[src/rtl/m72_irq_sched.sv]
// m72_irq_sched: merges the vertical-blank start and a programmable raster-line compare into one
// vectored CPU interrupt with an acknowledge handshake, fixed priority (raster over vblank) and a
// re-arm holdoff after every acknowledge.
// Optional build macro RASTER_HPOS_PROG_EN: adds HSET and a writable horizontal compare position.
module m72_irq_sched #(
  parameter logic [7:0]  VEC_VBL     = 8'h20,
  parameter logic [7:0]  VEC_RASTER  = 8'h22,
  parameter logic [9:0]  RASTER_HPOS = 10'd448,
  parameter int unsigned HOLDOFF     = 16
) (
  input  logic        CLK_32M,
  input  logic        RESET_N,
  input  logic        CE_PIX,
  input  logic [8:0]  VE,
  input  logic [9:0]  HE,
  input  logic        VBLK,
  input  logic [15:0] D,
  input  logic        ISET,
  input  logic        CSET,
`ifdef RASTER_HPOS_PROG_EN
  input  logic        HSET,
`endif
  input  logic        IACK,
  output logic        INT_REQ,
  output logic [7:0]  INT_VEC,
  output logic [1:0]  PEND,
  output logic [1:0]  OVR
);

  localparam int unsigned CntW = (HOLDOFF > 1) ? $clog2(HOLDOFF) : 1;

  typedef enum logic [1:0] {StIdle, StReq, StHold} state_e;

  state_e            r_state;
  logic              r_int_req;
  logic [7:0]        r_int_vec;
  logic              r_src;       // latched source: 0 vblank, 1 raster
  logic [CntW-1:0]   r_cnt;
  logic [1:0]        r_en;        // [0] vblank, [1] raster
  logic [8:0]        r_line;
  logic              r_vbl_prev;
  logic [1:0]        r_pend;
  logic [1:0]        r_ovr;

  logic [9:0]        w_hpos;
  logic              w_ev_vbl;
  logic              w_ev_ras;
  logic [1:0]        w_ev;
  logic [1:0]        w_en_clr;
  logic              w_ack;
  logic              w_abort;
  logic [1:0]        w_ack_clr;
  logic [1:0]        w_pend_avail;
  logic [1:0]        w_ovr_set;
  logic [1:0]        w_pend_d;
  logic [1:0]        w_ovr_d;

`ifdef RASTER_HPOS_PROG_EN
  logic [9:0]        r_hpos;
  logic              w_unused_d;
  assign w_hpos     = r_hpos;
  assign w_unused_d = ^D[15:10];

  // Writable horizontal compare position
  always_ff @(posedge CLK_32M) begin
    if (!RESET_N) begin
      r_hpos <= RASTER_HPOS;
    end else if (HSET) begin
      r_hpos <= D[9:0];
    end
  end
`else
  logic              w_unused_d;
  assign w_hpos     = RASTER_HPOS;
  assign w_unused_d = ^D[15:3];
`endif

  // Events only exist on pixel enables; compares use register values before this edge's writes.
  assign w_ev_vbl = CE_PIX & VBLK & ~r_vbl_prev;
  assign w_ev_ras = CE_PIX & (HE == w_hpos) & (VE == r_line);
  assign w_ev     = {w_ev_ras & r_en[1], w_ev_vbl & r_en[0]};

  assign w_en_clr  = CSET ? ~D[1:0] : 2'b00;
  assign w_ack     = (r_state == StReq) & IACK;
  assign w_abort   = (r_state == StReq) & w_en_clr[r_src];
  assign w_ack_clr = (w_ack & ~w_abort) ? (r_src ? 2'b10 : 2'b01) : 2'b00;

  // A source whose enable is being cleared this edge must not be latched.
  assign w_pend_avail = r_pend & ~w_en_clr;

  // A new event on the acknowledged source re-sets PEND instead of counting as an overrun.
  assign w_ovr_set = w_ev & r_pend & ~w_ack_clr;
  assign w_pend_d  = ((r_pend & ~w_ack_clr) | w_ev) & ~w_en_clr;
  assign w_ovr_d   = (r_ovr & ~{2{CSET & D[2]}}) | w_ovr_set;

  // Control registers, VBLK edge detector and pending/overrun flags
  always_ff @(posedge CLK_32M) begin
    if (!RESET_N) begin
      r_en       <= 2'b00;
      r_line     <= 9'd0;
      r_vbl_prev <= 1'b0;
      r_pend     <= 2'b00;
      r_ovr      <= 2'b00;
    end else begin
      if (CSET) r_en <= D[1:0];
      if (ISET) r_line <= D[8:0];
      if (CE_PIX) r_vbl_prev <= VBLK;
      r_pend <= w_pend_d;
      r_ovr  <= w_ovr_d;
    end
  end

  // Request/acknowledge/holdoff sequencer with registered INT_REQ and INT_VEC
  always_ff @(posedge CLK_32M) begin
    if (!RESET_N) begin
      r_state   <= StIdle;
      r_int_req <= 1'b0;
      r_int_vec <= VEC_VBL;
      r_src     <= 1'b0;
      r_cnt     <= '0;
    end else begin
      unique case (r_state)
        StIdle: begin
          if (|w_pend_avail) begin
            r_src     <= w_pend_avail[1];
            r_int_vec <= w_pend_avail[1] ? VEC_RASTER : VEC_VBL;
            r_int_req <= 1'b1;
            r_state   <= StReq;
          end
        end
        StReq: begin
          if (w_abort) begin
            r_int_req <= 1'b0;
            r_state   <= StIdle;
          end else if (w_ack) begin
            r_int_req <= 1'b0;
            r_cnt     <= CntW'(HOLDOFF - 1);
            r_state   <= StHold;
          end
        end
        StHold: begin
          if (r_cnt == '0) begin
            r_state <= StIdle;
          end else begin
            r_cnt <= r_cnt - 1'b1;
          end
        end
        default: begin
          r_int_req <= 1'b0;
          r_state   <= StIdle;
        end
      endcase
    end
  end

  assign INT_REQ = r_int_req;
  assign INT_VEC = r_int_vec;
  assign PEND    = r_pend;
  assign OVR     = r_ovr;

endmodule
[config.mk]
export PLATFORM = sky130hd
export DESIGN_NAME = m72_irq_sched
export DESIGN_NICKNAME = d
export VERILOG_FILES = /design/src/rtl/m72_irq_sched.sv
export SDC_FILE = /design/constraint.sdc
export NUM_CORES = 1
export LEC_CHECK = 0
export CAP_MARGIN = 0
export CORE_MARGIN = 2
export CORE_UTILIZATION = 41
export CTS_CLUSTER_SIZE = 40
export DETAILED_ROUTE_END_ITERATION = 8
export GPL_ROUTABILITY_DRIVEN = 0
export MAX_ROUTING_LAYER = met4
export PLACE_DENSITY = 0.79
export SLEW_MARGIN = 20
export SYNTH_ARGS = -nofsm -noshare
export SYNTH_HDL_FRONTEND = slang
export SYNTH_SLANG_ARGS = --single-unit
[constraint.sdc]
create_clock -name CLK_32M -period 1.62 [get_ports CLK_32M]
set_input_delay 0.162 -clock CLK_32M [delete_from_list [all_inputs] [get_ports CLK_32M]]
set_output_delay 0.162 -clock CLK_32M [all_outputs]
set_load 0.01 [all_outputs]
==> results of run 1 <==
## final timing paths
path / start / endpoint / slack [ps] / cells past startpoint
setup / recovery: INT_VEC[1]$_SDFFE_PN0P_ / INT_VEC[1] / 100 / 1
hold / removal: D[6] / r_line[6]$_SDFFE_PN0P_ / 460 / 3
hold reg to reg: OVR[1]$_SDFF_PN0_ / OVR[1]$_SDFF_PN0_ / 470 / 2
setup reg to reg: r_cnt[0]$_SDFFE_PN0P_ / r_cnt[3]$_SDFFE_PN0P_ / 240 / 5
## cell usage in the layout, fill, tap and decap left out, types with 4 or more instances in the layout
cell type and instances:
conb_1 7, nand2b_1 4, dfxtp_1 24, buf_4 6, nand2_1 7, nand3_1 6
clkdlybuf4s50_1 40, mux2i_1 12, xor2_1 9, nor2b_1 15
## layout make-up
| cell class | instances | area [um^2] |
|---|---|---|
| Fill cell | 253 | 1250 |
| Multi-Input combinational cell | 99 | 696 |
| Sequential cell | 24 | 480 |
| Timing Repair Buffer | 46 | 445 |
| Tap cell | 33 | 41.3 |
| Clock inverter | 1 | 30.0 |
| Clock buffer | 3 | 22.5 |
| Inverter | 4 | 15.0 |
## power groups by stage
stage	Clock (W)	Sequential, W	Combinational (W)
global placement	0	0.000635	0.000194
CTS	0.000438	0.000623	0.000201
global route	0.000460	0.000626	0.000219
detailed placement	0	0.000636	0.000201
finish	0.000430	0.000623	0.000201
floorplan	0	0.000634	0.0000963
## metrics by stage
stage	utilization, %	total power, W	hold slack, ps	setup WS (ps)
3_3_place_gp	56.3	0.000830	445	48.7
3_5_place_dp	56.3	0.000837	455	21.9
2_1_floorplan	-	0.000730	290	322
4_1_cts	58.1	0.00126	452	102
5_1_grt	58.1	0.00130	460	36.6
6_report	58.1	0.00125	460	100
## flip-flops by register name (all words and copies together) (netlist names)
name and cells:
INT_REQ 1, r_en 2, r_state 2, INT_VEC 1, PEND 2, r_line 9
r_cnt 4, OVR 2, r_vbl_prev 1
## routing by layer
metal  up-vias  track usage [%]  routed length, um
met4         0             3.90                  0
met5         -                -                  0
met2        22             32.7               1460
met1       514             19.1               1200
li1        543                -                  -
met3         0             1.97                 77
## cells by family (layout without fill, tap and decap cells)
logic type / count (synthesis) / count (layout) / synth area share, %
simple gates: 49 / 49 / 23.6
flops: 24 / 24 / 38.4
compound gates: 21 / 21 / 13.0
buf+inv: 16 / 54 / 7.41
mux: 12 / 12 / 9.61
xor+xnor: 9 / 9 / 6.31
other cells: 2 / 7 / 0.601
fa+ha+maj: 1 / 1 / 1.00
==> results.yml, run 1 <==
status:
  run_status: "finished clean"
clocking:
  cts_resized: 0
  tritoncts: "built"
  clk_pin_slew_ps: 130
  post-cts-setup-buffers: 0
  numCtsBuffers: 3
  root_buffer: "clkbuf_4"
  hold_buffers: 0
  clk_path_buf_depth: 2
  cts_max_level: 1
  clock_sinks: 24
  clk_latency_ps: 310
sta:
  finalCritPeriodShare_pct: 93.8
  rsz0062_at_grt: "false"
  setup_viol: 0
  skew_ps: 3.85
  slew_violations: 0
  finalSetupTns_ps: 0
  hold_violations: 0
  period_minus_slack_ps: 1520
  max_freq_mhz: 658
route:
  drtIter0Drc: 24
  via_count: 1079
  first_pass_iters: 6
  routed_wl_um: 2740
  drc: 0
  routed_via_density: 5.14
  drtAntennaViolNets: 0
  wl_per_cell_um: 13.0
worst_setup_path:
  cp_max_fo: 6
  start_kind: "flop"
  path_buf_inv: 1
  endpoint_kind: "primary output"
  path_cells: "clkdlybuf4s50_1"
  crit_required_ps: 1460
  arrival_ps: 1360
  cp_slowest_cell: "clkdlybuf4s50_1"
  cp_top_family: "buffers and inverters"
  max_stage_delay_ps: 580
  path_class: "reg -> out"
logic_synthesis:
  ys_seq_elements: 24
  syn_area_um2: 1250
  async_flop_share_pct: 0
  synth_common_cells: "dfxtp_1 (24), nor2b_1 (15), mux2i_1 (12)"
  syn_inst: 134
  ys_types: 40
  synth-edff-count: 0
  avgSynthCellArea_um2: 9.33
  synth_area_leaders: "dfxtp_1 (38%), mux2i_1 (9.6%), nor2b_1 (7.5%)"
  ys_warn_count: 0
  synth.top_cell.area_share_pct: 38.4
  synthFlopType: "dfxtp_1"
  yosysMostFrequentCell: "dfxtp_1"
  ys_seq_area_share_pct: 38.4
  synth_top_cell_by_area: "dfxtp_1"
global_routing:
  antenna_found_initial: 0
  grt_pass1_vias: 1100
  grt_pass1_wl_um: 4580
  grt_max_degree: 15
  grt_usage_pct: 17.3
  grt_overflow: 0
floorplanning:
  start_util_pct: 42.0
  die_h_um: 59.2
  num_rows: 20
  die_x_um: 59.2
  die_area_um2: 3510
  core_um2: 2980
  ioPinCount: 55
cells_and_area:
  drive_above_1_share_pct: 7.91
  final_cells: 210
  antennaDiodeCount: 0
  nets: 221
  fin_area_um2: 1730
  area_growth_pct: 38.4
flow_run:
  maxCapViolations: 0
power:
  power_switching_w: 0.000267
  power.density_nw_per_um2: 724
  pwr-share-clk_pct: 34.3
  p_seq_share_pct: 49.7
  pwr-share-comb_pct: 16.0
  p_sw_share_pct: 21.3
  vdd_drop_max_v: 0.000339
  p_int_w: 0.000986
  p_leak_nw: 0.714
place:
  placed_cells: 206
  placed_area_um2: 1680
  dp_hpwl_um: 2230
  place.port_buffers: 40
min_path:
  min_path_type: "in -> reg"
Note: power is estimated with default switching activity, not from simulation.
==> run 2, diff against run 1 <==
ABC_AREA = 1   (was not set)
PLACE_DENSITY = 0.78   (was 0.79)
==> results.yml, run 2 <==
route:
  dr_wl_met3_um: 118
  wl_per_cell_um: 9.24
  routed_via_density: 4.55
  drtAntennaViolNets: 0
  wl_met1_um: 1090
  drtIter0Drc: 29
  first_pass_iters: 4
  routed_wl_um: 2420
  via_count: 1191
  drc: 0
  dr.max_layer_used: "met4"
  wl_met2_um: 1190
sta:
  skew_ps: 4.79
  slew_violations: 0
  finalSetupTns_ps: 0
  setup_ws_ps: 201
  period_minus_slack_ps: 1420
  finalCritPeriodShare_pct: 87.6
  whs_ps: 409
  setup_viol: 0
  max_freq_mhz: 705
  rsz0062_at_grt: "false"
  hold_violations: 0
logic_synthesis:
  synth_common_cells: "nand2_1 (40), inv_1 (30), dfxtp_1 (24), nor2_1 (24), a21oi_1 (18)"
  ys_seq_area_share_pct: 38.0
  synth_area_leaders: "dfxtp_1 (38%), nand2_1 (12%), inv_1 (8.9%)"
  yosysMostFrequentCell: "nand2_1"
  ys_types: 25
  synth-compound-area-share_pct: 15.2
  ys_warn_count: 0
  muxShareOfSynthArea_pct: 0
  yosys.area_share.simple_pct: 27.6
  synth.top_cell.area_share_pct: 38.0
  synth-edff-count: 0
  ys_seq_elements: 24
  synth_top_family_by_area: "simple AND/OR/NAND/NOR gates"
  synth_top_cell_by_area: "dfxtp_1"
  syn_inst: 189
  async_flop_share_pct: 0
  synth-xor-area-share_pct: 2.77
  synthFlopType: "dfxtp_1"
  syn_area_um2: 1260
  avgSynthCellArea_um2: 6.69
  synthAdderAreaFrac_pct: 0.990
worst_setup_path:
  cp_slowest_cell: "clkdlybuf4s50_1"
  cp_max_fo: 4
  path_buf_inv: 1
  arrival_ps: 1260
  endpoint_kind: "primary output"
  path_cells: "clkdlybuf4s50_1"
  start_kind: "flop"
  startpoint: "INT_VEC[1]$_SDFFE_PN0P_"
  cp_top_family: "buffers and inverters"
  max_stage_delay_ps: 550
  timing.rr.start: "r_cnt[0]$_SDFFE_PN0P_"
  path_class: "reg -> out"
  crit_required_ps: 1460
clocking:
  clk_latency_ps: 300
  cts_resized: 0
  tritoncts: "built"
  clk_path_buf_depth: 2
  hold_buffers: 0
  post-cts-setup-buffers: 0
  numCtsBuffers: 3
  root_buffer: "clkbuf_4"
  cts_max_level: 1
  clock_sinks: 24
  clk_pin_slew_ps: 120
global_routing:
  grt_overflow: 0
  grt_max_degree: 13
  antenna_found_initial: 0
  grt_pass1_vias: 1045
  grt_usage_pct: 15.7
  grt_pass1_wl_um: 4160
floorplanning:
  start_util_pct: 42.1
  die_x_um: 59.5
  core_um2: 3000
  die_area_um2: 3540
  num_rows: 20
  ioPinCount: 55
  die_h_um: 59.5
cells_and_area:
  reg_top3: "r_line x9, r_cnt x4"
  mostFrequentLayoutCells: "nand2_1 (40), clkdlybuf4s50_1 (40), inv_1 (30)"
  fin_area_um2: 1690
  drive_above_1_share_pct: 7.42
  area_growth_pct: 33.9
  largest_register_ffs: 9
  largest_register: "r_line"
  nets: 274
  antennaDiodeCount: 0
power:
  power_w: 0.00107
  vdd_drop_max_v: 0.000500
  p_leak_nw: 0.769
  power.density_nw_per_um2: 635
place:
  place.port_buffers: 40
  dp_slack_ps: 200
  dp_hpwl_um: 1970
  placed_area_um2: 1670
min_path:
  min_path_type: "in -> reg"
  min_from: "D[0]"
status:
  run_status: "finished clean"
flow_run:
  maxCapViolations: 0
## run 2: cells by family (layout without fill, tap and decap cells)
family / Yosys count / after routing
and+or+nand+nor: 81 / 81
buffers and inverters: 41 / 76
AOI/OAI and AO/OA: 36 / 36
DFF: 24 / 24
xor gates and xnor gates: 4 / 4
other: 2 / 7
adders and majority gates: 1 / 1
## run 2: report_power, final
group / switching [W] / leakage, nW / total, W / internal, W
Clock: 0.000164 / 0.0138 / 0.000251 / 0.0000867
Combinational: 0.0000851 / 0.558 / 0.000199 / 0.000114
Sequential: 0.0000114 / 0.196 / 0.000624 / 0.000613
Total: 0.000261 / 0.769 / 0.00107 / 0.000814
## run 2: cell type report
cell class	count	area (um^2)
Clock buffer	3	22.5
Fill cell	302	1310
Inverter	31	116
Multi-Input combinational cell	129	616
Sequential cell	24	480
Tap cell	33	41.3
Timing Repair Buffer	42	415
## run 2: metal layers
layer  GRT usage, %  vias up
met5              -        -
met4           3.81        0
met3           3.28        2
met2           27.6       34
met1           18.2      506
li1               -      649
## run 2: path summary, 6_finish.rpt
check / slack, ps / cells after the start / end
worst max register to register: 360 / 7 / r_cnt[1]$_SDFFE_PN0P_
worst min-delay path: 410 / 3 / r_line[0]$_SDFFE_PN0P_
worst min register to register: 460 / 1 / r_cnt[0]$_SDFFE_PN0P_
worst max-delay path: 200 / 1 / INT_VEC[1]
## run 2: metrics by stage
stage,std cells,utilization [%]
after global placement,259,55.6
after floorplan,194,-
after CTS,262,56.3
after global routing,262,56.3
final,262,56.3
after detailed placement,259,55.6
